**src/rtl/fpu_pkg.sv**
```systemverilog
// rtl/fpu_pkg.sv - shared types and constants for the fdiv arbiter slice
package fpu_pkg;

    // FP word width carried on every datapath and queue port
    localparam int FW   = 32;

    // Number of requesters sharing the divider
    localparam int NREQ = 2;

    // Requester identifier carried alongside each in-flight op
    typedef logic req_id_t;

    // One stage of the tag pipe that shadows the divider latency
    typedef struct packed {
        logic    valid;
        req_id_t id;
    } tag_t;

    // Requester that holds priority when both are eligible
    function automatic req_id_t rr_pick(input logic elig0, input logic elig1,
                                        input req_id_t ptr);
        if (elig0 && elig1) begin
            return ptr;
        end
        if (elig1) begin
            return 1'b1;
        end
        return 1'b0;
    endfunction

endpackage

```
**src/rtl/fdiv_resq.sv**
```systemverilog
// rtl/fdiv_resq.sv - per-requester result FIFO with combinational head
module fdiv_resq #(
    parameter int DEPTH = 4,
    parameter int W     = 32
) (
    input  logic         clk,
    input  logic         rstn,
    input  logic         push,
    input  logic [W-1:0] push_data,
    input  logic         pop,
    output logic         empty,
    output logic [W-1:0] head
);

    localparam int AW = $clog2(DEPTH);

    logic [W-1:0]  mem [DEPTH];
    logic [AW-1:0] wr_ptr;
    logic [AW-1:0] rd_ptr;
    logic [AW:0]   count;
    logic          pop_ok;

    // A pop on an empty queue is ignored so occupancy can never underflow
    assign pop_ok = pop && (count != '0);

    // Pointers wrap naturally because DEPTH is a power of two
    always_ff @(posedge clk or negedge rstn) begin
        if (!rstn) begin
            wr_ptr <= '0;
            rd_ptr <= '0;
            count  <= '0;
        end else begin
            if (push) begin
                wr_ptr <= wr_ptr + AW'(1);
            end
            if (pop_ok) begin
                rd_ptr <= rd_ptr + AW'(1);
            end
            case ({push, pop_ok})
                2'b10:   count <= count + (AW+1)'(1);
                2'b01:   count <= count - (AW+1)'(1);
                default: count <= count;
            endcase
        end
    end

    // Storage needs no reset: it is only visible through a non-empty head
    always_ff @(posedge clk) begin
        if (push) begin
            mem[wr_ptr] <= push_data;
        end
    end

    assign empty = (count == '0);
    assign head  = empty ? '0 : mem[rd_ptr];

endmodule

```
**src/rtl/fdiv_arb.sv**
```systemverilog
// rtl/fdiv_arb.sv - round-robin arbiter sharing one pipelined fdiv between two requesters
module fdiv_arb
    import fpu_pkg::*;
#(
    parameter int LAT   = 2,
    parameter int DEPTH = 4
) (
    input  logic          clk,
    input  logic          rstn,

    input  logic          req0_valid,
    input  logic [FW-1:0] req0_x,
    input  logic [FW-1:0] req0_y,
    output logic          req0_ready,

    input  logic          req1_valid,
    input  logic [FW-1:0] req1_x,
    input  logic [FW-1:0] req1_y,
    output logic          req1_ready,

    output logic          res0_valid,
    output logic [FW-1:0] res0_data,
    input  logic          res0_ready,

    output logic          res1_valid,
    output logic [FW-1:0] res1_data,
    input  logic          res1_ready,

    output logic [FW-1:0] dv_x,
    output logic [FW-1:0] dv_y,
    input  logic [FW-1:0] dv_res,

    output logic          busy
);

    // Credit must be able to hold the value DEPTH itself
    localparam int CW = $clog2(DEPTH) + 1;

    logic [NREQ-1:0] req_valid;
    logic [NREQ-1:0] res_ready;
    logic [NREQ-1:0] elig;
    logic [NREQ-1:0] accept;
    logic [NREQ-1:0] push;
    logic [NREQ-1:0] pop;
    logic [NREQ-1:0] q_empty;
    logic [FW-1:0]   q_head [NREQ];
    logic [CW-1:0]   credit [NREQ];

    req_id_t         ptr;
    req_id_t         gnt_id;
    logic            gnt_any;
    tag_t            tag [LAT];
    logic            tag_busy;

    assign req_valid = {req1_valid, req0_valid};
    assign res_ready = {res1_ready, res0_ready};

    // A requester may issue only while its in-flight plus queued count leaves room
    always_comb begin
        for (int n = 0; n < NREQ; n++) begin
            elig[n] = req_valid[n] && (credit[n] < CW'(DEPTH));
        end
    end

    // Round-robin grant; held off entirely while reset is asserted
    always_comb begin
        gnt_any = 1'b0;
        gnt_id  = 1'b0;
        if (rstn && (elig != '0)) begin
            gnt_any = 1'b1;
            gnt_id  = rr_pick(elig[0], elig[1], ptr);
        end
    end

    assign accept[0]  = gnt_any && (gnt_id == 1'b0);
    assign accept[1]  = gnt_any && (gnt_id == 1'b1);
    assign req0_ready = accept[0];
    assign req1_ready = accept[1];

    // Operands go straight to the divider in the grant cycle
    always_comb begin
        dv_x = '0;
        dv_y = '0;
        if (accept[0]) begin
            dv_x = req0_x;
            dv_y = req0_y;
        end else if (accept[1]) begin
            dv_x = req1_x;
            dv_y = req1_y;
        end
    end

    // Priority moves to the requester that was not just served
    always_ff @(posedge clk or negedge rstn) begin
        if (!rstn) begin
            ptr <= 1'b0;
        end else if (gnt_any) begin
            ptr <= ~gnt_id;
        end
    end

    // Tag pipe tracks which requester owns the result emerging LAT cycles later
    always_ff @(posedge clk or negedge rstn) begin
        if (!rstn) begin
            for (int i = 0; i < LAT; i++) begin
                tag[i] <= '0;
            end
        end else begin
            tag[0].valid <= gnt_any;
            tag[0].id    <= gnt_id;
            for (int i = 1; i < LAT; i++) begin
                tag[i] <= tag[i-1];
            end
        end
    end

    // Route the emerging result to its owner's queue; credit guarantees room
    always_comb begin
        push    = '0;
        push[0] = tag[LAT-1].valid && (tag[LAT-1].id == 1'b0);
        push[1] = tag[LAT-1].valid && (tag[LAT-1].id == 1'b1);
    end

    // A consumer handshake only counts when there is something to take
    always_comb begin
        for (int n = 0; n < NREQ; n++) begin
            pop[n] = res_ready[n] && !q_empty[n];
        end
    end

    // Credit counts ops from accept until their result is popped
    always_ff @(posedge clk or negedge rstn) begin
        if (!rstn) begin
            for (int n = 0; n < NREQ; n++) begin
                credit[n] <= '0;
            end
        end else begin
            for (int n = 0; n < NREQ; n++) begin
                case ({accept[n], pop[n]})
                    2'b10:   credit[n] <= credit[n] + CW'(1);
                    2'b01:   credit[n] <= credit[n] - CW'(1);
                    default: credit[n] <= credit[n];
                endcase
            end
        end
    end

    fdiv_resq #(.DEPTH(DEPTH), .W(FW)) u_resq0 (
        .clk       (clk),
        .rstn      (rstn),
        .push      (push[0]),
        .push_data (dv_res),
        .pop       (pop[0]),
        .empty     (q_empty[0]),
        .head      (q_head[0])
    );

    fdiv_resq #(.DEPTH(DEPTH), .W(FW)) u_resq1 (
        .clk       (clk),
        .rstn      (rstn),
        .push      (push[1]),
        .push_data (dv_res),
        .pop       (pop[1]),
        .empty     (q_empty[1]),
        .head      (q_head[1])
    );

    assign res0_valid = !q_empty[0];
    assign res1_valid = !q_empty[1];
    assign res0_data  = q_head[0];
    assign res1_data  = q_head[1];

    // Any live tag means an op is still inside the divider
    always_comb begin
        tag_busy = 1'b0;
        for (int i = 0; i < LAT; i++) begin
            tag_busy = tag_busy | tag[i].valid;
        end
    end

    assign busy = tag_busy || !q_empty[0] || !q_empty[1];

endmodule
```
**config.mk**
```make
export PLATFORM = sky130hd
export DESIGN_NAME = fdiv_arb
export DESIGN_NICKNAME = d
export VERILOG_FILES = /design/src/rtl/fpu_pkg.sv /design/src/rtl/fdiv_resq.sv /design/src/rtl/fdiv_arb.sv
export SDC_FILE = /design/constraint.sdc
export NUM_CORES = 1
export LEC_CHECK = 0
export BUFFER_PORTS_ARGS = -buffer_cell sky130_fd_sc_hd__buf_2
export CORE_MARGIN = 3
export CORE_UTILIZATION = 40
export DETAILED_ROUTE_END_ITERATION = 8
export SLEW_MARGIN = 15
export SYNTH_ARGS = -nofsm -noshare
export SYNTH_HDL_FRONTEND = slang
export SYNTH_HIERARCHICAL = 1
export SYNTH_SLANG_ARGS = --single-unit
```
**constraint.sdc**
```tcl
create_clock -name clk -period 2.8 [get_ports clk]
set_input_delay 0.28 -clock clk [delete_from_list [all_inputs] [get_ports clk]]
set_output_delay 0.28 -clock clk [all_outputs]
set_load 0.01 [all_outputs]
```
==> metrics.yaml <==
synth_top_area_share: 0.6574
grt_pass1_vias: 6650
h-tree-depth: 1
syn_inst: 603
synthSimpleGateAreaFrac: 0.04954
slowest_delay_ps: 660
hold_path_depth: 1
synthAdderAreaFrac: 0.01969
rows: 61
worstPathMaxFanout: 13
final.min_clock_period_ps: 2657
r2r_end: "u_resq0/count[2]"
met1Wirelength_mm: 12.74
synth-xor-area-share: 0.01348
maxUsedRoutingLayer: "met5"
worstSetupPathType: "reg2out"
hold_start: "dv_res[16]"
synth_ff_type: "edfxtp_1"
leakagePower_nw: 5.608
slowest_stage: "dfrtp_2"
cp_cell_sequence: "buf_4, mux4_2, nor2b_1, buf_2"
clk_pin_slew_worst_paths_ps: 60
drc: 0
cts_root_buf: "clkbuf_16"
gp_congestion: 0.7562
pin_count: 299
clock_path_buffers: 3
holdCritPathClass: "in2reg"
final_util: 0.5138
synth_common_cells: "edfxtp_1 (256), nor2b_1 (70), a22o_1 (64), mux4_2 (64), dfrtp_1 (25)"
worst_pin_slew_ps: 711.8
rsz0062_at_grt: "no"
synth_area_um2: 11690
viasPerCell: 5.014
max_cap_viol_count: 0
ir_drop_mv: 0.6341
start_util: 0.4130
first_pass_iters: 4
fp.dieW_um: 177.0
synth_top_family_by_area: "multiplexers"
wl_per_cell_um: 21.75
port_buffers: 298
syn2layout_area_growth_pct: 24.41
slew_violations: 0
ys_warn_count: 6
dieArea_um2: 31320
antenna_found_initial: 3
whs_endpoint: "u_resq1/mem[0][16]"
r2r_slack_ps: 710
hpwl_mm: 19.26
r2r_cells: 9
routed-wl-met2_mm: 13.75
grt_first_pass_wirelength_mm: 42.35
final_area_um2: 14550
setup_viol_count_final: 0
async_flop_share: 0.08897
core_um2: 28320
fillers: 2358
status: "finished clean"
tns_ps: 0
layout.nets: 1102
synth-seq-area-share: 0.7109
grt_start_max_net_pins: 66
cts_setup_buffers: 0
cts_tree: "done"
timing.rr.start: "u_resq0/count[2]"
crit_arrival_ps: 2380
final.period_utilization: 0.9489
vias: 6629
met3_length_mm: 1.881
synth.area.mux_share: 0.1260
power_density_nw_per_um2: 939.0
synthTopCellsByArea: "edfxtp_1 (66%), mux4_2 (12%), dfrtp_1 (5.3%)"
syn_nets: 785
clk_latency_ps: 530
post_dp_cell_area_um2: 13630
synth-seq-cells: 281
hold_viol_final: 0
ys_types: 30
gr-usage-all-layers: 0.1784
hold_ws_ps: 23.16
fp.dieH_um: 177.0
yosysMostFrequentCell: "edfxtp_1"
slew-limit-headroom: 0.5255
synth_compound_gate_area_share: 0.05328
synth_edf_count: 256
cp-start-kind: "flop"
clock_sinks: 281
gr-total-overflow: 0
required_ps: 2520
yosysTopAreaCell: "edfxtp_1"
end_kind: "output port"
finClkSkew_ps: 15.02
drtIter0Drc: 484
avgSynthCellArea_um2: 19.39
cts_buffers: 29
drive_gt1_frac: 0.4677
drt_wl_total_mm: 28.75
ant_nets: 0
max_freq_mhz: 376.4
-- area by class of cell --
class,count,area (um^2),share of cell area
antenna,1,2.502,0.0001720
clock inverter,19,117.6,0.008085
sequential,281,8320,0.5719
timing repair buffer,322,1727,0.1187
multi-input combinational,269,3095,0.2128
inverter,17,63.81,0.004386
clock buffer,35,748.2,0.05143
tap,378,473.0,0.03251
-- flip-flops by register name (all words and copies together) (netlist names) --
| register | cells |
|---|---|
| u_resq0/wr_ptr | 2 |
| u_resq0/rd_ptr | 2 |
| u_resq1/mem | 128 |
| u_resq0/mem | 128 |
| ptr | 1 |
| u_resq1/rd_ptr | 2 |
| u_resq1/wr_ptr | 2 |
| credit | 6 |
| u_resq0/count | 3 |
| u_resq1/count | 3 |
| tag | 4 |
-- worst max-delay path by stage --
stage	start	endpoint	slack (ps)
after global placement	u_resq1/rd_ptr[0]	res1_data[22]	640
after CTS	u_resq1/rd_ptr[0]	res1_data[22]	50
after detailed placement	u_resq1/rd_ptr[0]	res1_data[22]	620
after floorplan	u_resq1/count[0]	credit[2]	550
final	u_resq0/rd_ptr[0]	res0_data[30]	140
after global routing	u_resq0/rd_ptr[0]	res0_data[0]	8
-- per-stage QoR --
| stage | worst slack [ps] | std cells | power, mW |
|---|---|---|---|
| after floorplan | 548.7 | 603 | 8.517 |
| after global placement | 638.8 | 1263 | 10.35 |
| after detailed placement | 624.8 | 1263 | 10.36 |
| after CTS | 45.09 | 1321 | 13.90 |
| after global routing | 8.481 | 1322 | 14.45 |
| final | 143.2 | 1322 | 13.66 |
-- kinds of logic after synthesis --
group                      Yosys count
buffers and inverters               53
muxes                               67
DFF                                281
and+or+nand+nor                     95
xor gates and xnor gates            18
adders and majority gates           16
AOI/OAI and AO/OA                   73
-- layout by cell type, fill, tap and decap left out, types with 8 or more instances in the layout --
master / synthesis / routed
edfxtp_1: 256 / 256
clkinv_2: 0 / 8
dfrtp_1: 25 / 21
ha_1: 12 / 12
buf_4: 1 / 15
and2_2: 0 / 8
clkbuf_16: 0 / 29
a22o_1: 64 / 64
inv_1: 17 / 17
mux4_2: 64 / 64
nor2b_1: 70 / 70
clkinv_1: 0 / 8
xor2_1: 12 / 12
buf_2: 13 / 298
-- critical path, delay by kind of cell, from the launching register on --
kind | cells | cell delay (ps)
buf+inv | 2 | 510
mux | 1 | 510
flops | 1 | 660
simple gates | 1 | 170
-- per-layer routing --
layer  vias to the layer above  track usage
met5                         -            0
met4                         4      0.03273
met3                        31      0.03797
met2                       186       0.2753
met1                      3378       0.2666
li1                       3030            -
-- power breakdown --
part / internal (mW) / total [mW] / switching [mW]
combinational: 2.30 / 4.71 / 2.41
clock: 1.99 / 3.48 / 1.49
sequential: 5.04 / 5.48 / 0.438
-- timing repair --
action,4_1_cts,5_1_grt
gates resized for setup,0,3
endpoints found under the setup margin,0,69
hold buffers,4,0
hold endpoints to repair,38,0
Note: power is estimated with default switching activity, not from simulation.
